<file path="src/rtl/serial_word_feeder.sv">
// serial_word_feeder: accepts WIDTH-bit words over valid/ready and shifts them out MSB-first on w,
// with an idle gap between frames. Optional macro SER_PARITY_EN appends an even-parity bit.
module serial_word_feeder #(
    parameter int unsigned WIDTH      = 8,
    parameter int unsigned GAP_CYCLES = 1,
    parameter int unsigned CNT_W      = 8
) (
    input  logic             clock,
    input  logic             Reset,
    input  logic [WIDTH-1:0] data_in,
    input  logic             data_valid,
    output logic             data_ready,
    output logic             w,
    output logic             w_valid,
    output logic             busy,
    output logic [CNT_W-1:0] words_sent
);

`ifdef SER_PARITY_EN
    localparam int unsigned FRAME_LEN = WIDTH + 1;
`else
    localparam int unsigned FRAME_LEN = WIDTH;
`endif
    localparam int unsigned BIT_W    = $clog2(FRAME_LEN);
    localparam int unsigned GAP_W    = (GAP_CYCLES > 1) ? $clog2(GAP_CYCLES) : 1;
    localparam int unsigned GAP_LAST = (GAP_CYCLES > 0) ? GAP_CYCLES - 1 : 0;

    typedef enum logic [1:0] {
        IDLE  = 2'd0,
        SHIFT = 2'd1,
        GAP   = 2'd2
    } state_t;

    state_t               state;
    logic [FRAME_LEN-1:0] shreg;
    logic [BIT_W-1:0]     bit_cnt;
    logic [GAP_W-1:0]     gap_cnt;
    logic [FRAME_LEN-1:0] frame_c;
    logic                 accept_c;
    logic                 last_bit_c;

    // Frame as it will appear on w, MSB first; parity is even over the data bits.
`ifdef SER_PARITY_EN
    assign frame_c = {data_in, ^data_in};
`else
    assign frame_c = data_in;
`endif

    assign data_ready = (state == IDLE);
    assign accept_c   = data_valid & data_ready;
    assign last_bit_c = (bit_cnt == BIT_W'(FRAME_LEN - 1));

    // MSB is driven on the accept edge; shreg holds the bits still to be presented.
    always_ff @(posedge clock or negedge Reset) begin
        if (!Reset) begin
            state      <= IDLE;
            shreg      <= '0;
            bit_cnt    <= '0;
            gap_cnt    <= '0;
            w          <= 1'b0;
            w_valid    <= 1'b0;
            busy       <= 1'b0;
            words_sent <= '0;
        end else begin
            case (state)
                IDLE: begin
                    if (accept_c) begin
                        shreg   <= frame_c << 1;
                        bit_cnt <= '0;
                        w       <= frame_c[FRAME_LEN-1];
                        w_valid <= 1'b1;
                        busy    <= 1'b1;
                        state   <= SHIFT;
                    end else begin
                        w       <= 1'b0;
                        w_valid <= 1'b0;
                    end
                end
                SHIFT: begin
                    if (last_bit_c) begin
                        w          <= 1'b0;
                        w_valid    <= 1'b0;
                        words_sent <= words_sent + CNT_W'(1);
                        bit_cnt    <= '0;
                        gap_cnt    <= '0;
                        if (GAP_CYCLES > 0) begin
                            state <= GAP;
                        end else begin
                            state <= IDLE;
                            busy  <= 1'b0;
                        end
                    end else begin
                        w       <= shreg[FRAME_LEN-1];
                        shreg   <= shreg << 1;
                        bit_cnt <= bit_cnt + BIT_W'(1);
                    end
                end
                GAP: begin
                    w       <= 1'b0;
                    w_valid <= 1'b0;
                    if (gap_cnt == GAP_W'(GAP_LAST)) begin
                        gap_cnt <= '0;
                        busy    <= 1'b0;
                        state   <= IDLE;
                    end else begin
                        gap_cnt <= gap_cnt + GAP_W'(1);
                    end
                end
                default: begin
                    state   <= IDLE;
                    w       <= 1'b0;
                    w_valid <= 1'b0;
                    busy    <= 1'b0;
                end
            endcase
        end
    end

endmodule
</file>
<file path="config.mk">
export PLATFORM = sky130hd
export DESIGN_NAME = serial_word_feeder
export DESIGN_NICKNAME = d
export VERILOG_FILES = /design/src/rtl/serial_word_feeder.sv
export SDC_FILE = /design/constraint.sdc
export NUM_CORES = 1
export LEC_CHECK = 0
export CAP_MARGIN = 20
export CORE_ASPECT_RATIO = 0.7
export CORE_UTILIZATION = 45
export CTS_CLUSTER_SIZE = 24
export DETAILED_ROUTE_END_ITERATION = 10
export PLACE_DENSITY_LB_ADDON = 0.2
export REMOVE_ABC_BUFFERS = 1
export SYNTH_ARGS = -nofsm -noshare
export SYNTH_HDL_FRONTEND = slang
export SYNTH_SLANG_ARGS = --single-unit
</file>
<file path="constraint.sdc">
create_clock -name clock -period 4.5 [get_ports clock]
set_clock_uncertainty 0.15 [all_clocks]
set_input_delay 1.35 -clock clock [delete_from_list [all_inputs] [get_ports clock]]
set_output_delay 1.35 -clock clock [all_outputs]
set_load 0.1 [all_outputs]
</file>
==> results of run 1 <==
## layout make-up
type / count / share of cell area [%]
Sequential cell: 23 / 42.0
Timing Repair Buffer: 23 / 17.9
Multi-Input combinational cell: 54 / 34.6
Clock buffer: 4 / 1.92
Inverter: 2 / 0.548
Tap cell: 32 / 2.93
## worst paths after layout
check                                end  slack (ns)     startpoint  depth (start not counted)
max                        words_sent[2]        1.09  words_sent[2]                          1
min                        words_sent[7]        0.33  words_sent[7]                          1
max reg2reg                     shreg[4]        2.36       state[0]                          3
min reg2reg                words_sent[7]        0.33  words_sent[7]                          1
max in group asynchronous  words_sent[0]        2.72          Reset                          2
min in group asynchronous  words_sent[7]        1.10          Reset                          1
## sequential cells by signal (all words and copies together), names as in the netlist
signal      cells
state           2
bit_cnt         3
w               1
shreg           7
w_valid         1
words_sent      8
busy            1
## kinds of logic (layout without fill, tap and decap cells)
| kind of cell | Yosys count | in the layout | share of synthesized area, % |
|---|---|---|---|
| flops | 23 | 23 | 53.2 |
| buf+inv | 5 | 29 | 2.89 |
| xor+xnor | 7 | 7 | 5.67 |
| fa+ha+maj | 3 | 3 | 3.47 |
| mux | 13 | 13 | 17.7 |
| compound gates | 8 | 8 | 5.56 |
| simple gates | 23 | 23 | 11.5 |
## through the flow
step                power [µW]  worst slack, ns  instance area [µm²]  hold WS (ns)
floorplan                  745             1.25                 1060         0.313
global placement           846             1.36                 1320         0.306
detailed placement         863             1.31                 1320         0.318
CTS                        958             1.08                 1340         0.336
global route              1010             1.02                 1370         0.351
finish                     953             1.09                 1370         0.325
## routing by layer
| metal | up-vias | wire, µm | GRT usage (%) |
|---|---|---|---|
| li1 | 333 | - | - |
| met1 | 327 | 1010 | 26.4 |
| met2 | 11 | 794 | 23.1 |
| met3 | 2 | 67 | 5.49 |
| met4 | 0 | 18 | 5.45 |
| met5 | - | 0 | 0 |
## where the power goes
part | leakage, µW | switching (µW) | internal, µW | total, µW
Clock | 0.0000150 | 59.5 | 34.6 | 94.0
Combinational | 0.000329 | 308 | 220 | 529
Sequential | 0.000292 | 54.2 | 276 | 330
Total | 0.000637 | 422 | 531 | 953
## cell usage in the layout (no fill, tap or decap)
master                             n
sky130_fd_sc_hd__dfrtp_1          23
sky130_fd_sc_hd__clkdlybuf4s50_1  21
sky130_fd_sc_hd__mux2_4           12
sky130_fd_sc_hd__nand2_1           7
sky130_fd_sc_hd__nor2_1            4
sky130_fd_sc_hd__nor2b_1           4
sky130_fd_sc_hd__xor2_1            4
sky130_fd_sc_hd__xnor2_1           3
sky130_fd_sc_hd__ha_1              3
sky130_fd_sc_hd__clkbuf_4          3
sky130_fd_sc_hd__inv_1             2
sky130_fd_sc_hd__o21ai_0           2
sky130_fd_sc_hd__nor3_1            2
sky130_fd_sc_hd__nand4_1           2
sky130_fd_sc_hd__a32oi_1           1
sky130_fd_sc_hd__o21ba_1           1
sky130_fd_sc_hd__nand3_1           1
sky130_fd_sc_hd__nand4b_1          1
sky130_fd_sc_hd__and3b_1           1
sky130_fd_sc_hd__a21oi_1           1
sky130_fd_sc_hd__o21bai_1          1
sky130_fd_sc_hd__a22o_1            1
sky130_fd_sc_hd__mux2_1            1
sky130_fd_sc_hd__a32o_1            1
sky130_fd_sc_hd__nor4_2            1
sky130_fd_sc_hd__clkbuf_1          1
sky130_fd_sc_hd__buf_16            1
sky130_fd_sc_hd__buf_4             1
==> reports/summary.log, run 1 <==
INFO  outcome        run_status=finished, final reports clean
INFO  yosys          synth_top_flop_cell=sky130_fd_sc_hd__dfrtp_1
INFO  critical_path  timing.critical_path.cells=clkdlybuf4s50_1
INFO  placed_design  detailed_place_hpwl=1400µm
INFO  timing         grt_setup_unrepaired=false
INFO  critical_path  startpoint_type=flip-flop
INFO  placed_design  portBuffers=22
INFO  flow_run       timing.max_cap.violations=0
INFO  layout         utilization=62.0%
INFO  layout         footprint_of_the_multi_input_gates=474µm²
INFO  global_routing grt_antenna_before_repair=0
INFO  drt            detail_route.drc_violations=0
INFO  global_routing all_layer_gr_usage=17.4%
INFO  critical_path  worst-setup-path-type=reg -> out
INFO  layout         antennaDiodeCount=0
INFO  clock_network  cts_root_buf=sky130_fd_sc_hd__clkbuf_4
INFO  critical_path  worst_ep_required_time=3.00ns
INFO  floorplanning  die-height=43.0µm
INFO  drt            vias_per_cell=4.88
INFO  critical_path  cpMaxStageDelayCell=sky130_fd_sc_hd__clkdlybuf4s50_1
INFO  pwr            pwr_cell_area=696nW/µm²
INFO  critical_path  setup.worst_path.end_class=output port
INFO  layout         layout.area.seq=576µm²
INFO  yosys          synth_most_common_cell=sky130_fd_sc_hd__dfrtp_1
INFO  critical_path  critPathMaxStageDelay=1.16ns
INFO  clock_network  cts_made_buffers=3
INFO  clock_network  hold_fix_buffer_count_after_cts=0
INFO  layout         syn2layout_area_growth=26.6%
INFO  critical_path  cp_buf_inv_count=1
INFO  critical_path  crit_arrival=1.91ns
INFO  global_routing grt_start_max_net_pins=24
INFO  placed_design  dpl.cell_count=133
INFO  global_routing grt.overflow.total=0
INFO  drt            routed_wirelength=1890µm
INFO  clock_network  cts.clk_slew.worst_paths=0.13ns
INFO  timing         aggregate_negative_setup_slack=0ns
INFO  yosys          post_synth_most_frequent_cells=23 x sky130_fd_sc_hd__dfrtp_1, 12 x sky130_fd_sc_hd__mux2_4, 7 x sky130_fd_sc_hd__nand2_1
INFO  drt            drtPass1Iterations=2
INFO  clock_network  postCtsSetupRepairBufs=0
INFO  timing         setup_viol=0
INFO  timing         hold_violations_final=0
INFO  drt            first_iter_violations=19
INFO  clock_network  cts-root-to-sink-buffers=2
INFO  clock_network  post_cts_resized=0
INFO  layout         nets=121
INFO  floorplanning  total_core_area=2210µm²
INFO  clock_network  clk_latency=0.31ns
INFO  layout         filler_cell_count=203
INFO  floorplanning  top_level_ports=23
INFO  drt            drt-wirelength-per-cell=13.7µm
INFO  critical_path  worst_path_max_fanout=5
INFO  layout         finish.cell_count_without_fillers=138
INFO  drt            vias=673
INFO  clock_network  cts.sink_count=23
INFO  yosys          synth-edff-count=0
INFO  critical_path  critPathTopFamily=buffers and inverters
INFO  yosys          seq_area_frac_synth=53.2%
INFO  timing         total_count_of_max_transition_violations_in_the_final_report=0
INFO  timing         final.min_clock_period=3.41ns
INFO  yosys          synth.top_cell.area_share=53.2%
INFO  worst_hold_path holdCritPathClass=reg -> reg
INFO  yosys          synth.lib_cells_used.distinct=26
INFO  yosys          flip_flop_and_latch_count_after_synthesis=23
INFO  floorplanning  placementRows=14
INFO  yosys          synthTopCellsByArea=sky130_fd_sc_hd__dfrtp_1 53%, sky130_fd_sc_hd__mux2_4 17%, sky130_fd_sc_hd__ha_1 3.5%
INFO  yosys          instance_count_of_the_mapped_netlist=82
INFO  global_routing first_global_vias=637
INFO  yosys          syn_area_per_cell=13.2µm²
INFO  pwr            leakagePower=0.000637µW
INFO  clock_network  cts.htree.levels=1
INFO  floorplanning  die-area=2610µm²
INFO  timing         timing.max_slew.rel_slack=34.7%
INFO  yosys          yosys_warnings=0
INFO  pwr            ir_worst_vdd=0.444mV
INFO  yosys          top_cell_type_by_total_area_after_synthesis=sky130_fd_sc_hd__dfrtp_1
INFO  yosys          syn-cell-area=1080µm²
INFO  yosys          async_flop_share=100%
INFO  floorplanning  chipWidth=60.6µm
INFO  timing         min_period_over_period=75.9%
INFO  floorplanning  start_util=49.0%
INFO  layout         share_of_final_layout_standard_cells_stronger_than_drive_strength_1=17.0%
INFO  timing         max_slew.worst_pin.slew=0.977ns
INFO  timing         clock.fmax=293MHz
INFO  placed_design  place_congestion=0.728
INFO  drt            detail_route_antenna_nets=0
INFO  clock_network  tritoncts=built
INFO  global_routing grt_pass1_wl=3150µm
(Power assumes the default switching activity.)
==> run 2, diff against run 1 <==
==> constraint.sdc (replaced) <==
create_clock -name clock -period 3.3 [get_ports clock]
set_clock_uncertainty 0.15 [all_clocks]
set_input_delay 0.99 -clock clock [delete_from_list [all_inputs] [get_ports clock]]
set_output_delay 0.99 -clock clock [all_outputs]
set_load 0.1 [all_outputs]
==> reports/summary.log, run 2 (same netlist as run 1, synthesis figures left out) <==
INFO  timing         max_slew.worst_pin.slew=0.962ns [-0.0149 ns]
INFO  pwr            ir_worst_vdd=0.483mV [+8.8%]
INFO  drt            detail_route.drc_violations=0 [unchanged]
INFO  layout         filler_cell_count=203 [unchanged]
INFO  floorplanning  die-area=2610µm² [unchanged]
INFO  drt            routed_wirelength=1770µm [-6.6%]
INFO  clock_network  tritoncts=built
INFO  layout         largest-register=words_sent
INFO  global_routing all_layer_gr_usage=16.3% [-1.1 points]
INFO  worst_hold_path hold_end=words_sent[7]
INFO  critical_path  worst_path_max_fanout=9 [+4]
INFO  timing         min_period_over_period=75.3%
INFO  layout         most-common-layout-cells=23 x sky130_fd_sc_hd__dfrtp_1, 13 x sky130_fd_sc_hd__buf_4, 12 x sky130_fd_sc_hd__mux2_4
INFO  timing         hold_violations_final=0 [unchanged]
INFO  critical_path  setup.worst_path.end_class=flip-flop
INFO  floorplanning  top_level_ports=23 [unchanged]
INFO  critical_path  timing.reg2reg.worst_path_depth=3 [unchanged]
INFO  worst_hold_path min_path_cells=1 [unchanged]
INFO  critical_path  worst-setup-path-type=in -> reg
INFO  floorplanning  total_core_area=2210µm² [unchanged]
INFO  clock_network  postCtsSetupRepairBufs=0 [unchanged]
INFO  timing         aggregate_negative_setup_slack=0ns [unchanged]
INFO  layout         antennaDiodeCount=0 [unchanged]
INFO  clock_network  cts.clk_slew.worst_paths=0.12ns [about the same]
INFO  global_routing first_global_vias=668 [+4.9%]
INFO  drt            vias=669 [-0.59%]
INFO  timing         final.min_clock_period=2.48ns
INFO  critical_path  worst_ep_required_time=3.35ns [+0.35 ns]
INFO  critical_path  startpoint_type=primary input
INFO  critical_path  timing.critical_path.cells=clkdlybuf4s50_1 -> nor2b_1 -> o21ba_1 -> mux2_4
INFO  global_routing grt.overflow.total=0 [unchanged]
INFO  timing         grt_setup_unrepaired=false
INFO  layout         biggestRegsByFlops=words_sent: 8 flops, shreg: 7 flops, bit_cnt: 3 flops
INFO  critical_path  cpMaxStageDelayCell=sky130_fd_sc_hd__clkdlybuf4s50_1
INFO  placed_design  place_congestion=0.735 [+0.99%]
INFO  flow_run       timing.max_cap.violations=0 [unchanged]
INFO  clock_network  cts_made_buffers=3 [unchanged]
INFO  clock_network  hold_fix_buffer_count_after_cts=0 [unchanged]
INFO  layout         largest_register_ff_count=8 [unchanged]
INFO  critical_path  critPathTopFamily=buffers and inverters
INFO  timing         setup_viol=0 [unchanged]
INFO  timing         total_count_of_max_transition_violations_in_the_final_report=0 [unchanged]
INFO  pwr            pwr_cell_area=962nW/µm² [+38%]
INFO  drt            detail_route_antenna_nets=0 [unchanged]
INFO  floorplanning  chipWidth=60.6µm [unchanged]
INFO  layout         layout.cells.most_common=sky130_fd_sc_hd__dfrtp_1
INFO  layout         syn2layout_area_growth=22.2%
INFO  global_routing grt_pass1_wl=3040µm [-3.5%]
INFO  placed_design  portBuffers=22 [unchanged]
INFO  global_routing grt_antenna_before_repair=0 [unchanged]
INFO  layout         share_of_final_layout_standard_cells_stronger_than_drive_strength_1=27.4% [+10 points]
INFO  global_routing grt_start_max_net_pins=24 [unchanged]
INFO  drt            vias_per_cell=4.85 [-0.59%]
INFO  critical_path  crit_arrival=2.54ns [+0.63 ns]
INFO  drt            drt-wirelength-per-cell=12.8µm [-6.6%]
INFO  critical_path  cp_buf_inv_count=1 [unchanged]
INFO  worst_hold_path holdCritPathClass=reg -> reg
INFO  clock_network  cts-root-to-sink-buffers=2 [unchanged]
INFO  critical_path  worstReg2RegStart=state[0]
INFO  critical_path  r2r-end=shreg[7]
INFO  layout         utilization=59.9% [-2.2 points]
INFO  timing         timing.max_slew.rel_slack=35.7% [+1.1 points]
INFO  drt            first_iter_violations=13 [-6]
INFO  timing         clock.fmax=403MHz
INFO  critical_path  setup.worst_path.start=data_valid
INFO  floorplanning  start_util=49.0% [unchanged]
INFO  drt            drtPass1Iterations=4 [+2]
INFO  clock_network  clk_latency=0.30ns [about the same]
INFO  clock_network  cts.htree.levels=1 [unchanged]
INFO  clock_network  cts_root_buf=sky130_fd_sc_hd__clkbuf_4
INFO  critical_path  critPathMaxStageDelay=0.52ns [-0.64 ns]
INFO  pwr            leakagePower=0.000647µW [+1.5%]
INFO  clock_network  cts.sink_count=23 [unchanged]
INFO  pwr            overall_power=1270µW [+33%]
INFO  floorplanning  die-height=43.0µm [unchanged]
INFO  clock_network  post_cts_resized=0 [unchanged]
INFO  floorplanning  placementRows=14 [unchanged]
INFO  critical_path  ff2ff_setup_slack=1.17ns [-1.19 ns]
INFO  placed_design  detailed_place_hpwl=1350µm [-4.1%]
INFO  outcome        run_status=finished, final reports clean
INFO  worst_hold_path hold_path.startpoint=words_sent[7]
INFO  layout         nets=121 [unchanged]
run 2: cell count changes in the layout (fill, tap and decap cells not counted):
cell	delta
sky130_fd_sc_hd__buf_16	-1
sky130_fd_sc_hd__buf_4	+12
sky130_fd_sc_hd__clkdlybuf4s50_1	-11
run 2: layout make-up:
class / instances / area [µm²] / share of cell area [%]
flip-flops and latches: 23 / 576 / 43.6
inverters: 2 / 7.51 / 0.568
multi-input cells: 54 / 474 / 35.9
clock buffers: 4 / 26.3 / 1.99
well taps: 32 / 40.0 / 3.03
repair buffers: 23 / 198 / 15.0
run 2: through the flow:
step	instance area [µm²]	hold WS [ns]	cells	setup WS, ns
2_1_floorplan	1060	0.313	79	0.411
3_3_place_gp	1290	0.308	134	0.524
3_5_place_dp	1290	0.313	134	0.470
4_1_cts	1320	0.330	138	0.823
5_1_grt	1320	0.367	138	0.743
6_report	1320	0.328	138	0.816
run 2: how the worst max path moves through the flow:
stage | slack [ns] | cells past startpoint | end
after detailed placement | 0.47 | 4 | shreg[4]
after global placement | 0.52 | 4 | shreg[5]
final | 0.82 | 4 | shreg[4]
after CTS | 0.82 | 4 | shreg[4]
after global routing | 0.74 | 2 | data_ready
after floorplan | 0.41 | 1 | data_ready
run 2: per-layer routing:
metal	global-route usage, %	share of wire (%)	up-vias
met5	0	0	-
met4	4.09	0.74	0
met3	5.49	4.5	2
met2	24.8	44	14
met1	22.2	51	317
li1	-	-	336
run 2: power by group:
group	internal [µW]	switching [µW]
logic	286	411
registers	376	72.2
clock network	47.1	78.3
total	709	561
